File: src/rtl/mips_pkg.sv
// rtl/mips_pkg.sv - shared opcode, ALU control and controller state encodings
// Contents: opcode constants, ALUOP_* and ALUSRCB_* encodings, state_t enum.
package mips_pkg;

  localparam logic [5:0] OP_RTYPE = 6'b000000;
  localparam logic [5:0] OP_LW    = 6'b100011;
  localparam logic [5:0] OP_SW    = 6'b101011;
  localparam logic [5:0] OP_BEQ   = 6'b000100;
  localparam logic [5:0] OP_BNE   = 6'b000101;
  localparam logic [5:0] OP_ADDI  = 6'b001000;
  localparam logic [5:0] OP_ORI   = 6'b001101;
  localparam logic [5:0] OP_J     = 6'b000010;

  localparam logic [1:0] ALUOP_ADD   = 2'b00;
  localparam logic [1:0] ALUOP_SUB   = 2'b01;
  localparam logic [1:0] ALUOP_FUNCT = 2'b10;
  localparam logic [1:0] ALUOP_OR    = 2'b11;

  localparam logic [2:0] ALUSRCB_RT      = 3'b000;
  localparam logic [2:0] ALUSRCB_FOUR    = 3'b001;
  localparam logic [2:0] ALUSRCB_SIMM    = 3'b010;
  localparam logic [2:0] ALUSRCB_SIMM_SH = 3'b011;
  localparam logic [2:0] ALUSRCB_ZIMM    = 3'b100;

  localparam logic [1:0] PCSRC_ALU    = 2'b00;
  localparam logic [1:0] PCSRC_ALUOUT = 2'b01;
  localparam logic [1:0] PCSRC_JUMP   = 2'b10;

  typedef enum logic [3:0] {
    ST_FETCH   = 4'd0,
    ST_DECODE  = 4'd1,
    ST_MEMADR  = 4'd2,
    ST_MEMRD   = 4'd3,
    ST_MEMWB   = 4'd4,
    ST_MEMWR   = 4'd5,
    ST_RTYPEEX = 4'd6,
    ST_RTYPEWB = 4'd7,
    ST_BEQEX   = 4'd8,
    ST_BNEEX   = 4'd9,
    ST_ADDIEX  = 4'd10,
    ST_ORIEX   = 4'd11,
    ST_IMMWB   = 4'd12,
    ST_JEX     = 4'd13,
    ST_ILLEGAL = 4'd14
  } state_t;

endpackage

File: src/rtl/wait_ctr.sv
// rtl/wait_ctr.sv - memory wait-state dwell counter
// Ports: clk, reset (sync, active-high), clear (restart at 0), en (count),
//        done (count has reached MEM_LAT; final cycle of the dwell).
module wait_ctr #(
  parameter int MEM_LAT = 0
) (
  input  logic clk,
  input  logic reset,
  input  logic clear,
  input  logic en,
  output logic done
);

  localparam int W = (MEM_LAT > 0) ? $clog2(MEM_LAT + 1) : 1;

  logic [W-1:0] wcnt;

  always_ff @(posedge clk) begin
    if (reset || clear) begin
      wcnt <= '0;
    end else if (en) begin
      wcnt <= wcnt + W'(1);
    end
  end

  assign done = (wcnt == W'(MEM_LAT));

endmodule

File: src/rtl/mc_maindec.sv
// rtl/mc_maindec.sv - multicycle MIPS main controller (Moore FSM)
// Ports: clk, reset (sync, active-high), op (opcode, used in DECODE);
//        strobes pcwrite/irwrite/memwrite/regwrite, branch/branchNot/illegal,
//        selects iord, alusrca, alusrcb, aluop, regdst, memtoreg, pcsrc.
module mc_maindec
  import mips_pkg::*;
#(
  parameter int MEM_LAT = 0
) (
  input  logic       clk,
  input  logic       reset,
  input  logic [5:0] op,
  output logic       pcwrite,
  output logic       irwrite,
  output logic       memwrite,
  output logic       regwrite,
  output logic       iord,
  output logic       alusrca,
  output logic [2:0] alusrcb,
  output logic [1:0] aluop,
  output logic       regdst,
  output logic       memtoreg,
  output logic [1:0] pcsrc,
  output logic       branch,
  output logic       branchNot,
  output logic       illegal
);

  state_t     state;
  state_t     next_state;
  logic [5:0] op_q;
  logic       wait_st;
  logic       done;

  // Memory states dwell until the counter reaches MEM_LAT. The counter is
  // held at zero outside these states and cleared on the exit cycle, so it
  // always enters the next memory state at zero.
  assign wait_st = (state == ST_FETCH) || (state == ST_MEMRD) || (state == ST_MEMWR);

  wait_ctr #(
    .MEM_LAT(MEM_LAT)
  ) u_wait_ctr (
    .clk  (clk),
    .reset(reset),
    .clear(~wait_st | done),
    .en   (wait_st),
    .done (done)
  );

  always_ff @(posedge clk) begin
    if (reset) begin
      state <= ST_FETCH;
      op_q  <= '0;
    end else begin
      state <= next_state;
      if (state == ST_DECODE) begin
        op_q <= op;
      end
    end
  end

  always_comb begin
    next_state = state;
    case (state)
      ST_FETCH:   if (done) next_state = ST_DECODE;
      ST_DECODE: begin
        case (op)
          OP_LW, OP_SW: next_state = ST_MEMADR;
          OP_RTYPE:     next_state = ST_RTYPEEX;
          OP_BEQ:       next_state = ST_BEQEX;
          OP_BNE:       next_state = ST_BNEEX;
          OP_ADDI:      next_state = ST_ADDIEX;
          OP_ORI:       next_state = ST_ORIEX;
          OP_J:         next_state = ST_JEX;
          default:      next_state = ST_ILLEGAL;
        endcase
      end
      // The IR may have changed by now; the opcode captured in DECODE decides.
      ST_MEMADR:  next_state = (op_q == OP_LW) ? ST_MEMRD : ST_MEMWR;
      ST_MEMRD:   if (done) next_state = ST_MEMWB;
      ST_MEMWR:   if (done) next_state = ST_FETCH;
      ST_RTYPEEX: next_state = ST_RTYPEWB;
      ST_ADDIEX:  next_state = ST_IMMWB;
      ST_ORIEX:   next_state = ST_IMMWB;
      default:    next_state = ST_FETCH;
    endcase
  end

  // Reset gates every output, so an instruction interrupted mid-dwell cannot
  // fire a strobe in the reset cycle.
  always_comb begin
    pcwrite   = 1'b0;
    irwrite   = 1'b0;
    memwrite  = 1'b0;
    regwrite  = 1'b0;
    iord      = 1'b0;
    alusrca   = 1'b0;
    alusrcb   = ALUSRCB_RT;
    aluop     = ALUOP_ADD;
    regdst    = 1'b0;
    memtoreg  = 1'b0;
    pcsrc     = PCSRC_ALU;
    branch    = 1'b0;
    branchNot = 1'b0;
    illegal   = 1'b0;
    if (!reset) begin
      case (state)
        ST_FETCH: begin
          alusrcb = ALUSRCB_FOUR;
          aluop   = ALUOP_ADD;
          irwrite = done;
          pcwrite = done;
        end
        ST_DECODE:  alusrcb = ALUSRCB_SIMM_SH;
        ST_MEMADR: begin
          alusrca = 1'b1;
          alusrcb = ALUSRCB_SIMM;
        end
        ST_MEMRD:   iord = 1'b1;
        ST_MEMWB: begin
          memtoreg = 1'b1;
          regwrite = 1'b1;
        end
        ST_MEMWR: begin
          iord     = 1'b1;
          memwrite = done;
        end
        ST_RTYPEEX: begin
          alusrca = 1'b1;
          aluop   = ALUOP_FUNCT;
        end
        ST_RTYPEWB: begin
          regdst   = 1'b1;
          regwrite = 1'b1;
        end
        ST_BEQEX: begin
          alusrca = 1'b1;
          aluop   = ALUOP_SUB;
          pcsrc   = PCSRC_ALUOUT;
          branch  = 1'b1;
        end
        ST_BNEEX: begin
          alusrca   = 1'b1;
          aluop     = ALUOP_SUB;
          pcsrc     = PCSRC_ALUOUT;
          branchNot = 1'b1;
        end
        ST_ADDIEX: begin
          alusrca = 1'b1;
          alusrcb = ALUSRCB_SIMM;
        end
        ST_ORIEX: begin
          alusrca = 1'b1;
          alusrcb = ALUSRCB_ZIMM;
          aluop   = ALUOP_OR;
        end
        ST_IMMWB:   regwrite = 1'b1;
        ST_JEX: begin
          pcsrc   = PCSRC_JUMP;
          pcwrite = 1'b1;
        end
        ST_ILLEGAL: illegal = 1'b1;
        default: ;
      endcase
    end
  end

endmodule

File: config.mk
export PLATFORM = sky130hd
export DESIGN_NAME = mc_maindec
export DESIGN_NICKNAME = d
export VERILOG_FILES = /design/src/rtl/mips_pkg.sv /design/src/rtl/wait_ctr.sv /design/src/rtl/mc_maindec.sv
export SDC_FILE = /design/constraint.sdc
export NUM_CORES = 1
export LEC_CHECK = 0
export ABC_AREA = 1
export BUFFER_PORTS_ARGS = -buffer_cell sky130_fd_sc_hd__buf_2
export CORE_MARGIN = 3
export CORE_UTILIZATION = 35
export CTS_BUF_LIST = sky130_fd_sc_hd__clkbuf_2
export CTS_CLUSTER_SIZE = 8
export DETAILED_ROUTE_END_ITERATION = 10
export HOLD_SLACK_MARGIN = 0.08
export PLACE_DENSITY = 0.57
export SLEW_MARGIN = 15
export SYNTH_ARGS = -nofsm -noshare
export SYNTH_HDL_FRONTEND = slang
export SYNTH_HIERARCHICAL = 1
export SYNTH_SLANG_ARGS = --single-unit
File: constraint.sdc
create_clock -name clk -period 1.1 [get_ports clk]
set_input_delay 0.055 -clock clk [delete_from_list [all_inputs] [get_ports clk]]
set_output_delay 0.055 -clock clk [all_outputs]
set_load 0.005 [all_outputs]
* Word-level counts from Yosys, hierarchy flattened *
Cells that the tools add are included.

operators by class
  div/mod/pow operators = 0
  mux-type cells = 34
  bitwise operators = 3
  reduce and logical (&&, ||, !) cells = 13
  $mul = 0
  eq/ne operators = 25
  $add $sub $neg = 1
  shift-type cells = 0
  magnitude comparators = 0

operators by type and width
  cell                  number
  $pmux W4 S7           2
  $eq A4 B4 Y1 const B  7
  $mux W1               21
  $eq A6 B6 Y1 const B  3
  $eq A4 B3 Y1 const B  4
  $eq A6 B3 Y1 const B  2
  $eq A6 B4 Y1 const B  2
  $mux W4               3
  $pmux W3 S4           1
  $reduce_or A2 Y1      5
  $eq A4 B2 Y1 const B  2
  $eq A6 B2 Y1 const B  1
  $logic_not A6 Y1      1
  $mux W3               2
  $ne A2 B2 Y1 const B  3
  $pmux W2 S3           1
  $reduce_or A6 Y1      1
  $eq A4 B1 Y1 const B  1
  $logic_not A4 Y1      1
  $mux W2               2
  $pmux W2 S2           1
  $logic_or A1 B1 Y1    3
  $reduce_and A3 Y1     1
  $reduce_or A3 Y1      1
  4 further kinds       5

word-level totals
  memories = 0
  word-level logic and storage cells = 79
  bits in registers = 11
  bits in latches = 0
  RAM bits = 0
  bits in read-only memories = 0
  bits of input ports = 8

* Logic depth before layout (Yosys ltp) *
Gate-level depths: netlist of the first run.

  depth in word-level cells = 6
  depth in mapped cells = 10

* Hierarchy *
Netlist of the first run, hierarchy kept.

modules (own cells, without submodules)
  module      area an instance (µm²)  times used  cells an instance
  mc_maindec  842.1                   1           147
  wait_ctr    45.0                    1           7

* Worst setup path before layout of the first run *
OpenSTA, ideal clock, no wires.

  path kind = register to register
  start point = reg state[3]
  end point = reg state[0]
  arrival time = 1,096 ps
  path slack = -63 ps
  stages on the path, launching flop included = 9
  period minus slack after synthesis = 1,163 ps
  path through = dfxtp_1 > buf_6 > nor2_2 > nand2_1 > nand3_4 > nand2_4 > nor2_1 > inv_1 > a21oi_2

between the ends
  cells in the longest elaborated chain, start to end = 3
  elaborated cells on any way between the ends = 14

ends and longest elaborated chain
  what                                                               line              RTL
  from (decl)                                                        mc_maindec.sv:29  state_t state;
  from (signal assigned)                                             mc_maindec.sv:55  state <= next_state;
  $eq A4 B4 Y1, or another cell as far along                         mc_maindec.sv:64  case (state)
  $reduce_or A2 Y1 (no source line) or $ne A2 B2 Y1 (tied branches)  -
  $pmux W4 S7 or $reduce_and A3 Y1 (tied branches)                   -

Several ways; a longest one is shown, not always the timed one.
A chain may end at the register's enable or synchronous reset.

* Worst setup path after layout of the first run *
  start point = reg state[3]
  end point = out pcwrite

between the ends
  cells in the longest elaborated chain, start to end = 3
  elaborated cells on any way between the ends = 4

ends and longest elaborated chain
  what                                              line               RTL
  $eq A4 B4 Y1 or $logic_not A4 Y1 (tied branches)  mc_maindec.sv:107  case (state)
  $pmux W1 S2 (*)                                   mc_maindec.sv:107
  $mux W1 (*)                                       mc_maindec.sv:106  if (!reset) begin
  to (decl)                                         mc_maindec.sv:13   output logic pcwrite,

Every way passes the cells marked *; elsewhere a longest branch is shown, timed or not.

==> results.ini, run 1 <==
[grt]
grt_pass1_wl_um=4580
antenna_found_initial=0
grt_pass1_vias=1074
grtUsageTotal_pct=17.4
grt_remaining_overflow=0
grt_max_degree=15

[place]
io_buffers=25
dp_hpwl_um=1970
gp_congestion=0.867

[worst_hold_path]
hold_class=primary input to flop
hp-start=op[2]
holdPathEnd=op_q[2]
hold_path_depth=3

[setup_path]
cp_cell_sequence=buf_6, nor2_4, nand3_4, a21oi_2, buf_2
r2r_cells=10
crit_type=flop to output pin
timing.rr.start=state[3]
reg2reg_to=state[2]
worstPathMaxFanout=5
ff2ff_setup_slack_ns=-0.29
max_stage_delay_ns=0.41
start_kind=flop
cp-end-kind=output pin
critPathRequiredTime_ns=1.04
cp.arrival_ns=1.37
slowest_stage=dfxtp_4

[clocking]
cts_tree=done
numCtsBuffers=3
root_buffer=clkbuf_2
clock_latency_ns=0.29
clk_pin_slew_ns=0.14
clock_sinks=11
clk_path_buf_depth=2
htreeDepth=1

[layout]
utilization_pct=68.7
drive_gt1_share_pct=52.8
num_antenna_cells=0
final_common_cell=nor2_1
syn2layout_area_growth_pct=77.9
layout.cells.most_common_list=29 x nor2_1, 25 x buf_2, 21 x nand2_1
num-nets-final=225

[run_status]
violations=setup timing
status=finished, violations left

[power]
ir_worst_vdd_v=0.00158
power_uw=4030
pwr-share-clk_pct=6.3
p_comb_share_pct=73.9
p_sw_uw=1780
internal_power_uw=2250
p_leak_uw=0.000798
p_seq_share_pct=19.8
p_sw_share_pct=44.2
power.density_mw_per_mm2=2550

[timing]
rsz0062_at_grt=yes
finalClockSkew_ns=0.0220
slew_headroom_pct=81.5
fin_crit_ns=1.42
fin_tns_setup_ns=-5.47
worst_pin_slew_ns=0.277
slew_viol_final=0
hold_viol=0
fmax_mhz=703
min_period_over_period_pct=129
fin_ws_ns=-0.322
finalSetupViolations=29

[detailed_routing]
finalWirelength_um=2920
first_iter_violations=46
vias=1176
viasPerCell=4.82
drtAntennaViolNets=0
drt-pass1-iter-count=5
drcViolationCount=0
wl_per_cell_um=12.0

[floorplanning]
ios=26
rows=17
die_area_mm2=0.00317
coreArea_mm2=0.00230
die_h_um=56.3
die_w_um=56.3
start_util_pct=38.6

[logic_synthesis]
synth_warnings=6
ys_seq_area_share_pct=24.8
synth_area_leaders=dfxtp_1 25%, nor2_1 16%, nand2_1 12%
synth_area_um2=887
synth.avg_cell_area_um2=5.76
yosysUniqueCellTypes=23
synth_top_area_share_pct=24.8
synth_seq_cells=11
yosys.area.top_type=dfxtp_1
synthCells=154
syn_nets=162

[job]
maxCapViolations=0

-- power by group through the flow --
| stage | Clock [uW] | Combinational, uW | Sequential [uW] |
|---|---|---|---|
| finish | 254 | 2980 | 797 |
| global route | 269 | 3230 | 827 |
| CTS | 248 | 2510 | 774 |
| detailed placement | 0 | 1980 | 725 |
| global placement | 0 | 1950 | 721 |
| floorplan | 0 | 1150 | 681 |
-- critical path: cells and delay by family (launching register included) --
family                 cells  cell delay, ns
AO/OA/AOI/OAI              1            0.14
flip-flops                 1            0.41
AND/OR/NAND/NOR            2            0.28
buffers and inverters      2            0.25
-- cells in the mapped netlist, drive strengths merged --
library cell  number
nand3             13
nand3b             1
o21ai              7
nand2             33
nand4              2
a211oi             1
clkbuf             1
dfxtp             11
o31ai              1
buf                3
inv               24
o21a               1
nor3               5
nor2              41
a21oi             10
-- kinds of logic after synthesis --
family	share of synthesized area (%)
simple gates	49.1
compound gates	12.6
buf+inv	13.5
flops	24.8
-- through the flow --
stage | hold slack (ns) | std cells | setup slack (ns) | cell area, um^2
2_1_floorplan | 0.133 | 154 | 0.00286 | 898
3_3_place_gp | 0.341 | 225 | -0.198 | 1210
3_5_place_dp | 0.351 | 225 | -0.221 | 1210
4_1_cts | 0.0846 | 239 | -0.267 | 1400
5_1_grt | 0.127 | 244 | -0.374 | 1580
6_report | 0.0819 | 244 | -0.322 | 1580
-- worst max-delay path by stage --
| stage | from | to | slack (ns) | cells after the start |
|---|---|---|---|---|
| 5_1_grt | state[3] | pcwrite | -0.37 | 5 |
| 4_1_cts | state[1] | pcwrite | -0.27 | 6 |
| 2_1_floorplan | state[3] | state[2] | 0.003 | 10 |
| 6_report | state[3] | pcwrite | -0.32 | 5 |
| 3_3_place_gp | state[3] | state[2] | -0.20 | 9 |
| 3_5_place_dp | state[3] | state[2] | -0.22 | 9 |
-- metal layers --
metal,vias up,global-route usage [%],wire length [um]
met2,28,31.4,1560
met4,0,6.44,53
li1,608,-,-
met3,7,1.61,119
met5,-,0,0
met1,533,21.3,1190
-- state kept, by name, summed over array words and instances, names as in the netlist --
signal,flops
op_q,6
state,4
u_wait_ctr/wcnt,1
-- repair_timing --
item / in CTS / in global routing
resized for setup: 34 / 38
pin swaps: 9 / 16
hold buffers: 1 / 1
cloned: 0 / 0
endpoints found under the setup margin: 29 / 29
endpoints found under the hold margin: 1 / 1
setup buffers: 9 / 4
-- area by class of cell --
type / count / area (um^2)
clock buffer: 4 / 20.0
fill: 194 / 719
inverter: 24 / 103
multi-input combinational: 115 / 708
sequential: 11 / 235
tap: 28 / 35.0
timing repair buffer: 62 / 477
Power figures use the tool's default switching activity.
==> run 2, diff against run 1 <==
- CELL_PAD_IN_SITES_DETAIL_PLACEMENT: default -> 1
- CELL_PAD_IN_SITES_GLOBAL_PLACEMENT: default -> 1
- CORE_UTILIZATION: 35 -> 31
- PLACE_DENSITY: 0.57 -> 0.73
==> run 2 against run 1 <==
The run still ends with setup timing left. Via count grew 21%. Clock power grew 7%. Sequential power is 14% higher. Hold slack better by 0.031 ns. Sequential share of layout area shrank 1.3 points. Global-route usage rose by 13 points. Clock skew about the same. Register-to-register slack lost 0.18 ns. Combinational power rose by 22%. Design area increased by 9.7%. Flip-flop and latch count unchanged. Non-clock buffer count up 10. Critical path type is now flop to flop. Critical endpoint is now state[2]. Largest power group unchanged.
==> results.ini, run 2 (synthesized netlist as in run 1, its figures left out) <==
[run_status]
status=finished, violations left
violations=setup timing

[job]
maxCapViolations=0

[power]
pwr-share-clk_pct=5.6
power.density_mw_per_mm2=2790
p_leak_uw=0.000869
p_sw_uw=2400
p_sw_share_pct=49.6
p_comb_share_pct=75.6
internal_power_uw=2440
ir_worst_vdd_v=0.00221
p_seq_share_pct=18.8

[layout]
num_antenna_cells=0
nFillCells=316
final_common_cell=buf_4
largest_reg_flops=6
drive_gt1_share_pct=62.8
final_area_mm2=0.00173
syn2layout_area_growth_pct=95.1
top_register=op_q
layout.cells.most_common_list=30 x buf_4, 24 x buf_2, 20 x nor2_1
regArea_um2=235
multiInputGateArea_um2=773
top_regs=op_q x6, state x4, u_wait_ctr/wcnt x1
num-nets-final=235

[timing]
finalSetupViolations=29
fin_crit_ns=1.57
rsz0062_at_grt=yes
min_period_over_period_pct=143
finalClockSkew_ns=0.0219
slew_headroom_pct=78.0
slew_viol_final=0
fmax_mhz=638
hold_viol=0
worst_pin_slew_ns=0.329
fin_ws_ns=-0.468

[grt]
grt_pass1_wl_um=7750
grtUsageTotal_pct=30.0
grt_max_degree=16
grt_remaining_overflow=0
antenna_found_initial=0
grt_pass1_vias=1504

[clocking]
clock_sinks=11
clk_pin_slew_ns=0.15
cts_tree=done
clock_latency_ns=0.32
htreeDepth=1
root_buffer=clkbuf_2
clk_path_buf_depth=2
numCtsBuffers=3

[setup_path]
cp-end-kind=flop
cp.arrival_ns=1.84
max_stage_delay_ns=0.40
critPathRequiredTime_ns=1.38
slowest_stage=dfxtp_4
crit_type=flop to flop
start_kind=flop
cp_cell_sequence=buf_4, nor2_4, nand2_4, buf_4, buf_6, nand3_2, nor2_1, nand2_1, nand2_2, nand2_2
worstPathMaxFanout=4

[place]
io_buffers=25
gp_congestion=0.923
placed_area_mm2=0.00122
pre_cts_ws_ns=-0.277
dp_hpwl_um=2530

[detailed_routing]
first_iter_violations=137
wl_per_cell_um=22.8
finalWirelength_um=5840
vias=1418
drt-pass1-iter-count=4
drtAntennaViolNets=0
drcViolationCount=0
viasPerCell=5.54

[worst_hold_path]
hold_class=primary input to flop

[floorplanning]
start_util_pct=34.3
die_h_um=59.5
die_w_um=59.5
rows=18
ios=26
die_area_mm2=0.00354
coreArea_mm2=0.00259

==> run 2: cell count changes in the layout (fill, tap and decap cells not counted), moves of 3 or more <==
cell | before | now
nand3_2 | 0 | 3
nor2_2 | 6 | 11
nor2_1 | 29 | 20
nand2_1 | 21 | 18
o21ai_2 | 1 | 5
nor2_4 | 6 | 10
buf_4 | 19 | 30
==> run 2: metrics by stage <==
stage / util (%) / hold WS, ns / TNS, ns / power, uW / instances
floorplan: - / 0.133 / 0 / 1830 / 154
global placement: 47.1 / 0.343 / -2.05 / 2670 / 230
detailed placement: 47.1 / 0.346 / -2.98 / 2740 / 230
CTS: 59.6 / 0.0805 / -5.49 / 3900 / 251
global route: 66.8 / 0.0926 / -10.07 / 5020 / 256
finish: 66.8 / 0.113 / -8.85 / 4830 / 256
==> run 2: power groups by stage <==
stage | clock, uW | combinational, uW | sequential, uW
2_1_floorplan | 0 | 1150 | 681
3_3_place_gp | 0 | 1930 | 740
3_5_place_dp | 0 | 1990 | 754
4_1_cts | 256 | 2830 | 807
5_1_grt | 311 | 3800 | 912
6_report | 273 | 3650 | 906
==> run 2: area by class of cell <==
class / instances / share of cell area [%]
multi-input combinational: 115 / 44.7
timing repair buffer: 72 / 32.2
sequential: 11 / 13.6
inverter: 24 / 6.22
tap: 30 / 2.17
clock buffer: 3 / 0.868
clock inverter: 1 / 0.289
==> run 2: worst max-delay path: cells and delay by family (launching register included) <==
| kind | cells | cell delay [ns] |
|---|---|---|
| simple gates | 7 | 0.71 |
| flops | 1 | 0.40 |
| buf+inv | 3 | 0.41 |
==> run 2: path summary, 6_finish.rpt <==
path	start	endpoint	slack, ns	depth (start not counted)
max reg2reg	state[2]	state[2]	-0.47	10
min reg2reg	op_q[2]	op_q[2]	0.54	2
max	state[2]	state[2]	-0.47	10
min	op[0]	op_q[0]	0.11	3
==> run 2: what timing repair did <==
action,4_1_cts,5_1_grt
hold buffers,2,1
gates cloned,1,0
buffers inserted,16,4
setup endpoints to repair,29,29
pin swaps,20,15
gates resized for setup,58,41
hold endpoints to repair,2,1
==> run 2: routing by layer <==
| layer | global-route usage [%] | vias to the layer above | wire [um] |
|---|---|---|---|
| met5 | 0 | - | 0 |
| met4 | 13.6 | 0 | 296 |
| met3 | 5.88 | 28 | 354 |
| met2 | 54.3 | 74 | 2950 |
| met1 | 33.2 | 685 | 2240 |
| li1 | - | 631 | - |
